<file path="config.mk">
export PLATFORM = sky130hd
export DESIGN_NAME = fwd_source_pipe
export DESIGN_NICKNAME = d
export VERILOG_FILES = /design/src/rtl/fwd_source_pipe.sv
export SDC_FILE = /design/constraint.sdc
export NUM_CORES = 1
export LEC_CHECK = 0
export BUFFER_PORTS_ARGS = -buffer_cell sky130_fd_sc_hd__buf_2
export CORE_MARGIN = 2
export CORE_UTILIZATION = 47
export CTS_CLUSTER_SIZE = 30
export DETAILED_ROUTE_END_ITERATION = 10
export PLACE_DENSITY_LB_ADDON = 0.12
export REMOVE_ABC_BUFFERS = 1
export SYNTH_ARGS = -nofsm -noshare
export SYNTH_HDL_FRONTEND = slang
export SYNTH_SLANG_ARGS = --single-unit
</file>
<file path="constraint.sdc">
create_clock -name clk -period 2.1 [get_ports clk]
set_input_delay 0.21 -clock clk [delete_from_list [all_inputs] [get_ports clk]]
set_output_delay 0.21 -clock clk [all_outputs]
set_load 0.05 [all_outputs]
</file>
<file path="src/rtl/fwd_source_pipe.sv">
// EXE/MEM/WB control and result registers feeding the ID-stage forwarding muxes,
// with bubble insertion on stall/flush and saturating stall/retire counters.
module fwd_source_pipe #(
    parameter int DW    = 32,
    parameter int RW    = 5,
    parameter int CNT_W = 16
) (
    input  logic             clk,
    input  logic             rst,
    input  logic             stall,
    input  logic             flush,
    input  logic             id_wreg,
    input  logic             id_m2reg,
    input  logic             id_wmem,
    input  logic [RW-1:0]    id_rn,
    input  logic [DW-1:0]    exe_alu,
    input  logic [DW-1:0]    mem_rdata,
    output logic             exe_wreg,
    output logic             exe_m2reg,
    output logic             exe_wmem,
    output logic [RW-1:0]    exe_rn,
    output logic [DW-1:0]    exe_result,
    output logic             mem_wreg,
    output logic             mem_m2reg,
    output logic             mem_wmem,
    output logic [RW-1:0]    mem_rn,
    output logic [DW-1:0]    mem_result,
    output logic [DW-1:0]    mem_mo,
    output logic             wb_wreg,
    output logic [RW-1:0]    wb_rn,
    output logic [DW-1:0]    wdi,
    output logic [CNT_W-1:0] stall_cnt,
    output logic [CNT_W-1:0] retire_cnt
);

    function automatic logic [CNT_W-1:0] sat_inc(input logic [CNT_W-1:0] v);
        sat_inc = (v == {CNT_W{1'b1}}) ? v : v + {{(CNT_W-1){1'b0}}, 1'b1};
    endfunction

    logic            ev_r, exe_wreg_r, exe_m2reg_r, exe_wmem_r;
    logic [RW-1:0]   exe_rn_r;
    logic            mv_r, mem_wreg_r, mem_m2reg_r, mem_wmem_r;
    logic [RW-1:0]   mem_rn_r;
    logic [DW-1:0]   mem_alu_r;
    logic            wv_r, wb_wreg_r, wb_m2reg_r;
    logic [RW-1:0]   wb_rn_r;
    logic [DW-1:0]   wb_alu_r, wb_mo_r;
    logic [CNT_W-1:0] stall_cnt_r, retire_cnt_r;
    logic            rn_zero_s;

    assign rn_zero_s = (id_rn == {RW{1'b0}});

    // ID/EXE register: bubble on stall or flush; a write to x0 is dropped at entry
    always_ff @(posedge clk) begin
        if (rst || stall || flush) begin
            ev_r        <= 1'b0;
            exe_wreg_r  <= 1'b0;
            exe_m2reg_r <= 1'b0;
            exe_wmem_r  <= 1'b0;
            exe_rn_r    <= {RW{1'b0}};
        end else begin
            ev_r        <= 1'b1;
            exe_wreg_r  <= id_wreg & ~rn_zero_s;
            exe_m2reg_r <= id_m2reg;
            exe_wmem_r  <= id_wmem;
            exe_rn_r    <= id_rn;
        end
    end

    // EXE/MEM register
    always_ff @(posedge clk) begin
        if (rst) begin
            mv_r        <= 1'b0;
            mem_wreg_r  <= 1'b0;
            mem_m2reg_r <= 1'b0;
            mem_wmem_r  <= 1'b0;
            mem_rn_r    <= {RW{1'b0}};
            mem_alu_r   <= {DW{1'b0}};
        end else begin
            mv_r        <= ev_r;
            mem_wreg_r  <= exe_wreg_r;
            mem_m2reg_r <= exe_m2reg_r;
            mem_wmem_r  <= exe_wmem_r;
            mem_rn_r    <= exe_rn_r;
            mem_alu_r   <= exe_alu;
        end
    end

    // MEM/WB register
    always_ff @(posedge clk) begin
        if (rst) begin
            wv_r       <= 1'b0;
            wb_wreg_r  <= 1'b0;
            wb_m2reg_r <= 1'b0;
            wb_rn_r    <= {RW{1'b0}};
            wb_alu_r   <= {DW{1'b0}};
            wb_mo_r    <= {DW{1'b0}};
        end else begin
            wv_r       <= mv_r;
            wb_wreg_r  <= mem_wreg_r;
            wb_m2reg_r <= mem_m2reg_r;
            wb_rn_r    <= mem_rn_r;
            wb_alu_r   <= mem_alu_r;
            wb_mo_r    <= mem_rdata;
        end
    end

    // Saturating performance counters; reset has priority over increment
    always_ff @(posedge clk) begin
        if (rst) begin
            stall_cnt_r  <= {CNT_W{1'b0}};
            retire_cnt_r <= {CNT_W{1'b0}};
        end else begin
            stall_cnt_r  <= stall ? sat_inc(stall_cnt_r) : stall_cnt_r;
            retire_cnt_r <= wv_r ? sat_inc(retire_cnt_r) : retire_cnt_r;
        end
    end

    assign exe_wreg   = ev_r & exe_wreg_r;
    assign exe_m2reg  = ev_r & exe_m2reg_r;
    assign exe_wmem   = ev_r & exe_wmem_r;
    assign exe_rn     = exe_rn_r;
    assign exe_result = exe_alu;
    assign mem_wreg   = mv_r & mem_wreg_r;
    assign mem_m2reg  = mv_r & mem_m2reg_r;
    assign mem_wmem   = mv_r & mem_wmem_r;
    assign mem_rn     = mem_rn_r;
    assign mem_result = mem_alu_r;
    assign mem_mo     = mem_rdata;
    assign wb_wreg    = wv_r & wb_wreg_r;
    assign wb_rn      = wb_rn_r;
    assign wdi        = wb_m2reg_r ? wb_mo_r : wb_alu_r;
    assign stall_cnt  = stall_cnt_r;
    assign retire_cnt = retire_cnt_r;

endmodule

</file>
# ---- Yosys cells after proc, flatten, opt, wreduce, memory -nomap -nowiden
# Index checks and enable logic that the tools add are counted.
dict set report classes {
  eq_ne 2
  mux 2
  n_reduce_logical 5
  add_sub_neg 2
  n_bitwise 11
}
# op count
set op_table {}
lappend op_table {{$add A16 B1 Y16 const B} 2}
lappend op_table {{$eq A16 B16 Y1 const B} 2}
lappend op_table {{$mux W32} 1}
lappend op_table {{$and A1 B1 Y1} 8}
lappend op_table {{$logic_not A5 Y1} 1}
lappend op_table {{$reduce_and A2 Y1} 2}
lappend op_table {{$not A1 Y1} 3}
lappend op_table {{$logic_or A1 B1 Y1} 2}
lappend op_table {{$mux W1} 1}
dict set report word_totals {
  word_cells 41
  inputBits 76
  output_inout_bits 182
  regBits 154
}

# ---- Depth between registers and ports, before layout
# Gate-level depths: netlist of the first run.
dict set report depth {
  ltp_word 3
  ltp_mapped 6
}

# ---- Least setup slack after synthesis of the first run
# OpenSTA, ideal clock, no wires.
dict set report synth_path {
  path_kind {reg2reg}
  start {register stall_cnt_r[0], in the netlist stall_cnt[0]}
  end {register stall_cnt_r[10], in the netlist stall_cnt[10]}
  arrival_ps 2038
  t_required_ps 2030
  period_less_slack_ps 2109
  path_buffers 0
  slack_ps -9
  path_stages_with_launch 6
  cell_sequence {dfxtp_1 > ha_1 > and4_1 > nand3_2 > or4_1 > a21oi_1}
}
dict set report synth_between {
  elab_chain_cells 3
  elab_cells_between_ends 4
  classes_between {add/sub: 1; eq/ne: 1; bitwise: 1; reduce/logical: 1}
}
# element line
set synth_lines {}
lappend synth_lines {{from (decl)} 48} ;# logic [CNT_W-1:0] stall_cnt_r, retire_cnt_r;
lappend synth_lines {{from (signal assigned)} 111} ;# stall_cnt_r <= {CNT_W{1'b0}};
lappend synth_lines {{from (signal assigned)} 114} ;# stall_cnt_r <= stall ? sat_inc(stall_cnt_r) : stall_cnt_r;
lappend synth_lines {{branches (longest 3 deep; another with $add A16 B1 Y16)} --}
# Several ways; the timed one is not identified.
# A chain may end at the register's enable or synchronous reset.

# ---- Final worst setup path of the first run
dict set report layout_path {
  start {register wb_m2reg_r}
  end {output wdi[27]}
}
dict set report layout_between {
  elab_chain_cells 1
}
# element line
set layout_lines {}
lappend layout_lines {{from (decl)} 45} ;# logic wv_r, wb_wreg_r, wb_m2reg_r;
lappend layout_lines {{from (signal assigned)} 101} ;# wb_m2reg_r <= mem_m2reg_r;
lappend layout_lines {{$mux W32} 132} ;# assign wdi = wb_m2reg_r ? wb_mo_r : wb_alu_r;
lappend layout_lines {{to (decl)} 31} ;# output logic [DW-1:0] wdi,
# No other way between the ends.

==> results of run 1 <==
[cells by family (layout without fill, tap and decap cells)]
logic type      after synthesis  in the layout  share of synthesized area [%]
mux                          39             39                           7.48
simple gates                213            213                           22.9
buf+inv                     100            318                           10.6
flops                       154            154                           53.0
fa+ha+maj                     2              2                          0.430
compound gates               51             51                           5.59
[synth_stat cells, drive strengths merged]
| cell | count | area, µm² |
|---|---|---|
| dfxtp | 154 | 3080 |
| buf | 69 | 500 |
| nor4 | 4 | 31.3 |
| or2 | 2 | 12.5 |
| o21ai | 7 | 35.0 |
| a211oi | 3 | 22.5 |
| clkbuf | 19 | 72.6 |
| inv | 12 | 45.0 |
| o311ai | 1 | 8.76 |
| o31ai | 13 | 97.6 |
| o21a | 2 | 15.0 |
| nor4b | 1 | 23.8 |
| nand3b | 1 | 7.51 |
| or3 | 7 | 45.1 |
| mux2i | 3 | 30.0 |
| and2 | 14 | 87.6 |
| and3 | 2 | 12.5 |
| nor2 | 11 | 41.3 |
| nand3 | 11 | 60.1 |
| nor2b | 117 | 732 |
| or4 | 11 | 83.8 |
| and4 | 4 | 35.0 |
| o311a | 1 | 10.0 |
| o2111ai | 1 | 8.76 |
| mux2 | 36 | 405 |
| o31a | 2 | 18.8 |
| nand2 | 9 | 33.8 |
| nor3 | 7 | 35.0 |
| a311oi | 1 | 8.76 |
| a21oi | 20 | 100 |
| nand4 | 9 | 71.3 |
| nand2b | 3 | 18.8 |
| ha | 2 | 25.0 |
[timing repair]
action	4_1_cts	5_1_grt
endpoints found under the hold margin	11	0
buffers inserted	0	0
hold buffers	11	0
[critical path, cell delays in order, from the launching register on]
cell and delay (ns):
dfxtp_2 0.54, buf_12 0.23, mux2_2 0.36, buf_2 0.22
[report_power, final]
| group | switching (µW) | internal (µW) | leakage (µW) |
|---|---|---|---|
| registers | 35.1 | 3030 | 0.00127 |
| clock network | 1140 | 1900 | 0.000294 |
| logic | 637 | 235 | 0.00194 |
[stage by stage]
stage | setup WS, ns | std cells | utilization [%]
6_report | 0.127 | 945 | 62.5
5_1_grt | 0.0360 | 945 | 62.5
4_1_cts | 0.0708 | 945 | 62.5
3_5_place_dp | 0.212 | 902 | 56.5
3_3_place_gp | 0.279 | 902 | 56.5
2_1_floorplan | -0.147 | 471 | -
[routing by layer]
layer  wire [µm]  vias to the layer above  GRT usage (%)
met3         774                       14           6.64
met5           0                        -              0
met2        6320                      137           31.1
met4         158                        0           7.31
met1        5080                     2058           21.0
li1            -                     2230              -
[final timing paths]
| check | from | endpoint |
|---|---|---|
| setup / recovery | wb_m2reg_r | wdi[27] |
| setup reg to reg | stall_cnt[0] | stall_cnt[7] |
| hold / removal | exe_alu[1] | mem_result[1] |
| hold reg to reg | mem_m2reg_r | wb_m2reg_r |
[layout make-up]
type                            instances  area, µm²
Multi-Input combinational cell        305       2120
Inverter                               12       45.0
Tap cell                              168        210
Sequential cell                       154       3080
Clock buffer                           22        494
Fill cell                            1016       4530
Clock inverter                         10        115
Timing Repair Buffer                  274       1470
[registers in the layout (all words and copies together) (netlist names), 5 cells and up]
name,count
exe_rn,5
wb_mo_r,32
wb_rn,5
stall_cnt,16
mem_result,32
retire_cnt,16
mem_rn,5
wb_alu_r,32
==> flow_metrics.tcl, run 1 <==
set metrics [dict create \
    status "finished clean" \
    clk_pin_slew_ns 0.06 \
    leakagePower_uw 0.00350 \
    ys_ff_latch 154 \
    cts-root-buf "clkbuf_16" \
    dr_total_vias 4439 \
    numCtsBuffers 17 \
    fin_skew_ns 0.00636 \
    r2r_slack_ns 0.16 \
    routed_wl_um 12300 \
    syn2layout_area_growth_pct 29.5 \
    drc_errors 0 \
    cts_sinks 154 \
    critical_path_class "reg -> out" \
    p_per_area_nw_per_um2 926 \
    rows 40 \
    cp.required_ns 1.89 \
    grt_pass1_wl_um 18900 \
    design_power_total_uw 6980 \
    routed_via_density 4.70 \
    rsz0062_at_grt "no" \
    setup_viol_count_final 0 \
    synth_area_um2 5820 \
    hp-class "in -> reg" \
    cp.arrival_ns 1.76 \
    worstMarginPinSlew_ns 0.661 \
    cap_violations 0 \
    final_common_cell "buf_2" \
    cts_max_level 4 \
    die_h_um 115 \
    antenna_found_initial 0 \
    r2r_cells 6 \
    cts.repair.resized 0 \
    timing.final.crit_period_ns 1.97 \
    drtIter0Drc 176 \
    coreArea_um2 12100 \
    min_period_over_period_pct 93.9 \
    dieArea_um2 13300 \
    cp-start-kind "flip-flop" \
    final_cell_area_um2 7530 \
    nets 842 \
    n_antenna_cell 0 \
    antenna_left 0 \
    grt_pass1_vias 4143 \
    seq_area_frac_synth_pct 53.0 \
    slew_violations 0 \
    postSynthAreaPerCell_um2 10.4 \
    cp_max_fo 21 \
    end_kind "output port" \
    cts_tree "built" \
    hold_ws_ns 0.0207 \
    grt_max_degree 97 \
    insertion_delay_ns 0.41 \
    drive_gt1_share_pct 43.8 \
    yosys_warnings 0 \
    cts_buffer_depth 2 \
    gp_congestion 0.858 \
    fmax_mhz 507 \
    irDropWorstVdd_mv 0.595 \
    io_buffers 257 \
    hold_violations 0 \
    grt-ovfl-total 0 \
    io-pin-count 258 \
    slew_headroom_pct 55.6 \
    wl_per_cell_um 13.1 \
    initial_core_util_pct 48.2 \
    dp_hpwl_um 8840 \
    die_w_um 115 \
    firstDrtPassIters 4 \
    setup_tns_ns 0 \
    place_area_um2 6820 \
    synth_cells 559 \
    synth_cell_types 43 \
    hold_depth 2 \
    final_cell_mix "256 x buf_2, 153 x dfxtp_1, 117 x nor2b_1" \
    grt_usage_pct 18.3 \
]
Power figures use the tool's default switching activity.
==> run 2: changes to the inputs <==
CORE_UTILIZATION = 42   (was 47)
clock period = 1.7 ns   (was 2.1 ns; I/O delays follow)
==> flow_metrics.tcl, run 2 (synthesized netlist as in run 1, its figures left out) <==
set metrics [dict create \
    n_antenna_cell 0 \
    cts_max_level 4 \
    nets 930 \
    rows 43 \
    r2r_slack_ns 0.02 \
    wl_per_cell_um 14.2 \
    grt_max_degree 39 \
    gp_congestion 0.841 \
    end_kind "flip-flop" \
    p_per_area_nw_per_um2 1020 \
    worstMarginPinSlew_ns 0.459 \
    insertion_delay_ns 0.41 \
    clkPwrFrac_pct 42.7 \
    antenna_found_initial 0 \
    firstDrtPassIters 4 \
    coreArea_um2 13700 \
    critical_path_class "reg -> reg" \
    pwr-share-comb_pct 14.5 \
    fmax_mhz 595 \
    status "finished clean" \
    grt_usage_pct 19.4 \
    io_buffers 257 \
    cp_max_fo 7 \
    dieArea_um2 14800 \
    hold_ws_ns 0.0153 \
    min_period_over_period_pct 98.8 \
    grt_pass1_wl_um 22200 \
    slew_headroom_pct 69.4 \
    fin_skew_ns 0.00598 \
    switching_power_uw 2310 \
    cts-root-buf "clkbuf_16" \
    cap_violations 0 \
    routed_wl_um 14800 \
    drtIter0Drc 161 \
    place_area_um2 7050 \
    setup_viol_count_final 0 \
    timing.final.crit_period_ns 1.68 \
    placed_cells 945 \
    cp-start-kind "flip-flop" \
    fillerInstances 1151 \
    syn2layout_area_growth_pct 48.1 \
    routed_via_density 4.67 \
    cts_buffer_depth 2 \
    hp-class "in -> reg" \
    drc_errors 0 \
    drive_gt1_share_pct 44.6 \
    final_common_cell "buf_2" \
    cts_sinks 154 \
    swShare_pct 26.2 \
    clk_pin_slew_ns 0.06 \
    leakagePower_uw 0.00393 \
    antenna_left 0 \
    grt-ovfl-total 0 \
    io-pin-count 258 \
    irDropWorstVdd_mv 0.577 \
    slew_violations 0 \
    dr_total_vias 4879 \
    rsz0062_at_grt "yes" \
    cp.required_ns 2.01 \
    intPower_uw 6510 \
    fin_ws_ns 0.0203 \
    dp_hpwl_um 9880 \
    final_cells 1044 \
    cp.arrival_ns 1.99 \
    grt_pass1_vias 4647 \
    final_cell_area_um2 8620 \
    die_w_um 122 \
    seq_power_share_pct 42.9 \
    numCtsBuffers 17 \
    initial_core_util_pct 42.4 \
    final_cell_mix "224 x buf_2, 149 x dfxtp_1, 117 x nor2b_1" \
    pre_cts_ws_ns -0.0843 \
    die_h_um 122 \
    cts_tree "built" \
    hold_violations 0 \
]
run 2: cell count changes in the layout (fill, tap and decap cells not counted), moves of 4 or more:
cell,previous run,this run
buf_2,256,224
dlygate4sd3_1,11,66
buf_4,5,38
buf_6,0,32
clkbuf_8,5,1
dfxtp_1,153,149
run 2: per-layer routing:
metal,GRT usage (%),wire length [µm],vias up
li1,-,-,2409
met1,22.1,5930,2247
met2,33.3,7400,193
met3,6.13,1080,30
met4,8.41,359,0
met5,0,0,-
run 2: worst max-delay path, stage by stage, from the launching register on:
cell and delay (ns):
dfxtp_1 0.43, nand4_1 0.26, nor4_2 0.37, buf_4 0.20, nor3_1 0.05, a211oi_1 0.26
run 2: area by class of cell:
type / count / area, µm² / share of cell area (%)
Inverter: 12 / 45.0 / 0.523
Clock inverter: 11 / 146 / 1.70
Tap cell: 180 / 225 / 2.61
Timing Repair Buffer: 362 / 2470 / 28.7
Clock buffer: 20 / 447 / 5.18
Multi-Input combinational cell: 305 / 2190 / 25.4
Sequential cell: 154 / 3090 / 35.9
run 2: power by group through the flow:
stage	combinational, µW	clock (µW)	sequential, µW
6_report	1270	3760	3780
5_1_grt	1340	4010	3790
4_1_cts	1260	3850	3780
3_5_place_dp	1100	0	3860
3_3_place_gp	1090	0	3850
2_1_floorplan	250	0	4040
run 2: what timing repair did:
action | CTS | global route
pin swaps | 0 | 3
endpoints found under the hold margin | 66 | 0
hold buffers | 66 | 0
resized for setup | 71 | 19
gates cloned | 1 | 0
setup buffers | 0 | 1
setup endpoints to repair | 40 | 39
run 2: final timing paths:
kind	from	to	cells past startpoint
setup / recovery	retire_cnt[12]	retire_cnt[2]	5
hold / removal	id_rn[4]	exe_rn[4]	2
setup reg to reg	retire_cnt[12]	retire_cnt[2]	5
hold reg to reg	mem_wreg_r	wb_wreg_r	1
run 2: metrics by stage:
step / utilization, % / total power, µW / TNS (ns)
floorplan: - / 4290 / -9.80
global placement: 51.4 / 4940 / -0.0133
detailed placement: 51.4 / 4950 / -0.322
CTS: 62.3 / 8890 / -0.00751
global route: 62.8 / 9140 / -0.221
finish: 62.8 / 8820 / 0
==> run 3: changes to the inputs <==
CORE_MARGIN = 3   (was 2)
==> flow_metrics.tcl, run 3 (synthesized netlist as in run 1, its figures left out) <==
set metrics [dict create \
    status "finished clean" \
    grt_pass1_wl_um 22900 \
    grt_usage_pct 19.3 \
    design_power_total_uw 8970 \
    dr_total_vias 4901 \
    cp.required_ns 1.53 \
    hold_violations 0 \
    fin_skew_ns 0.00559 \
    drc_errors 0 \
    fmax_mhz 600 \
    crit_path_start "wb_m2reg_r" \
    cp_max_fo 18 \
    routed_wl_um 15200 \
    cts_buffer_depth 2 \
    irDropWorstVdd_mv 0.762 \
    pre_cts_ws_ns -0.0188 \
    path_delay_family "flip-flops" \
    rsz0062_at_grt "yes" \
    fin_ws_ns 0.0342 \
    coreArea_um2 13400 \
    io_buffers 257 \
    rows 42 \
    dieArea_um2 15300 \
    antenna_left 0 \
    cts_sinks 154 \
    insertion_delay_ns 0.41 \
    n_antenna_cell 0 \
    wl_per_cell_um 14.5 \
    cp-start-kind "flip-flop" \
    initial_core_util_pct 43.4 \
    slew_headroom_pct 52.2 \
    setup_tns_ns 0 \
    leakagePower_uw 0.00399 \
    routed_via_density 4.67 \
    cts_tree "built" \
    syn2layout_area_growth_pct 48.7 \
    worstHoldStart "exe_alu[26]" \
    min_period_over_period_pct 98.0 \
    worstPathCellList "buf_12, mux2_2, buf_6" \
    final_cell_mix "224 x buf_2, 148 x dfxtp_1, 116 x nor2b_1" \
    die_h_um 124 \
    drtIter0Drc 192 \
    nets 938 \
    multi_input_area_um2 2180 \
    critical_path_class "reg -> out" \
    firstDrtPassIters 4 \
    grt-ovfl-total 0 \
    gp_congestion 0.822 \
    timing.final.crit_period_ns 1.67 \
    die_w_um 124 \
    cap_violations 0 \
    hp-class "in -> reg" \
    final_util_pct 64.6 \
    cp.arrival_ns 1.50 \
    final_common_cell "buf_2" \
    seq_area_um2 3090 \
    cp_slowest_stage_delay_ns 0.39 \
    worstMarginPinSlew_ns 0.712 \
    slew_violations 0 \
    end_kind "output port" \
    numCtsBuffers 17 \
    antenna_found_initial 0 \
    setup_viol_count_final 0 \
    hold_ws_ns 0.0117 \
    cts_max_level 4 \
    grt_pass1_vias 4848 \
    dp_hpwl_um 10300 \
    cts-root-buf "clkbuf_16" \
    reg2reg_from "retire_cnt[0]" \
    fillerInstances 1095 \
    clk_pin_slew_ns 0.06 \
    drive_gt1_share_pct 45.0 \
    io-pin-count 258 \
    worst-path-buf-inv 2 \
    p_per_area_nw_per_um2 1040 \
    grt_max_degree 49 \
    crit_slowest_cell "dfxtp_4" \
]
[run 3: through the flow]
stage	area (µm²)	cells
finish	8650	1049
global route	8650	1049
CTS	8500	1043
detailed placement	7070	944
global placement	7070	944
floorplan	5250	471
[run 3: report_power, final]
part	switching [µW]	internal [µW]	leakage [µW]
clock	1430	2500	0.000298
sequential	43.8	3740	0.00127
combinational	837	420	0.00242
total	2310	6660	0.00399
[run 3: layout make-up]
type | count | share of cell area, %
Sequential cell | 154 | 35.8
Timing Repair Buffer | 370 | 28.8
Multi-Input combinational cell | 305 | 25.2
Clock buffer | 21 | 5.21
Tap cell | 176 | 2.55
Clock inverter | 11 | 1.94
Inverter | 12 | 0.521
[run 3: worst paths after layout]
path	endpoint	slack (ns)	depth (start not counted)
min reg2reg	wb_m2reg_r	0.45	1
max reg2reg	retire_cnt[4]	0.06	6
min	mem_result[26]	0.01	2
max	wdi[8]	0.03	3
[run 3: worst register-to-register path: cells and delay by family, from the launching register on]
kind                       cells  cell delay, ns
adders and majority gates      1            0.24
buffers and inverters          1            0.25
and+or+nand+nor                3            0.58
AOI/OAI and AO/OA              1            0.16
DFF                            1            0.34
[run 3: timing repair]
action                                  4_1_cts  5_1_grt
hold endpoints to repair                     65        0
hold buffers                                 65        0
endpoints found under the setup margin       36       42
gates resized for setup                      49       36
buffers inserted                              2        5
cloned                                        0        1
pin swaps                                     0        6
[run 3: per-layer routing]
metal  wire (µm)  global-route usage (%)
met1        6090                    21.3
met2        7680                    33.8
met3        1140                    6.99
met4         284                    6.92
met5           0                       0
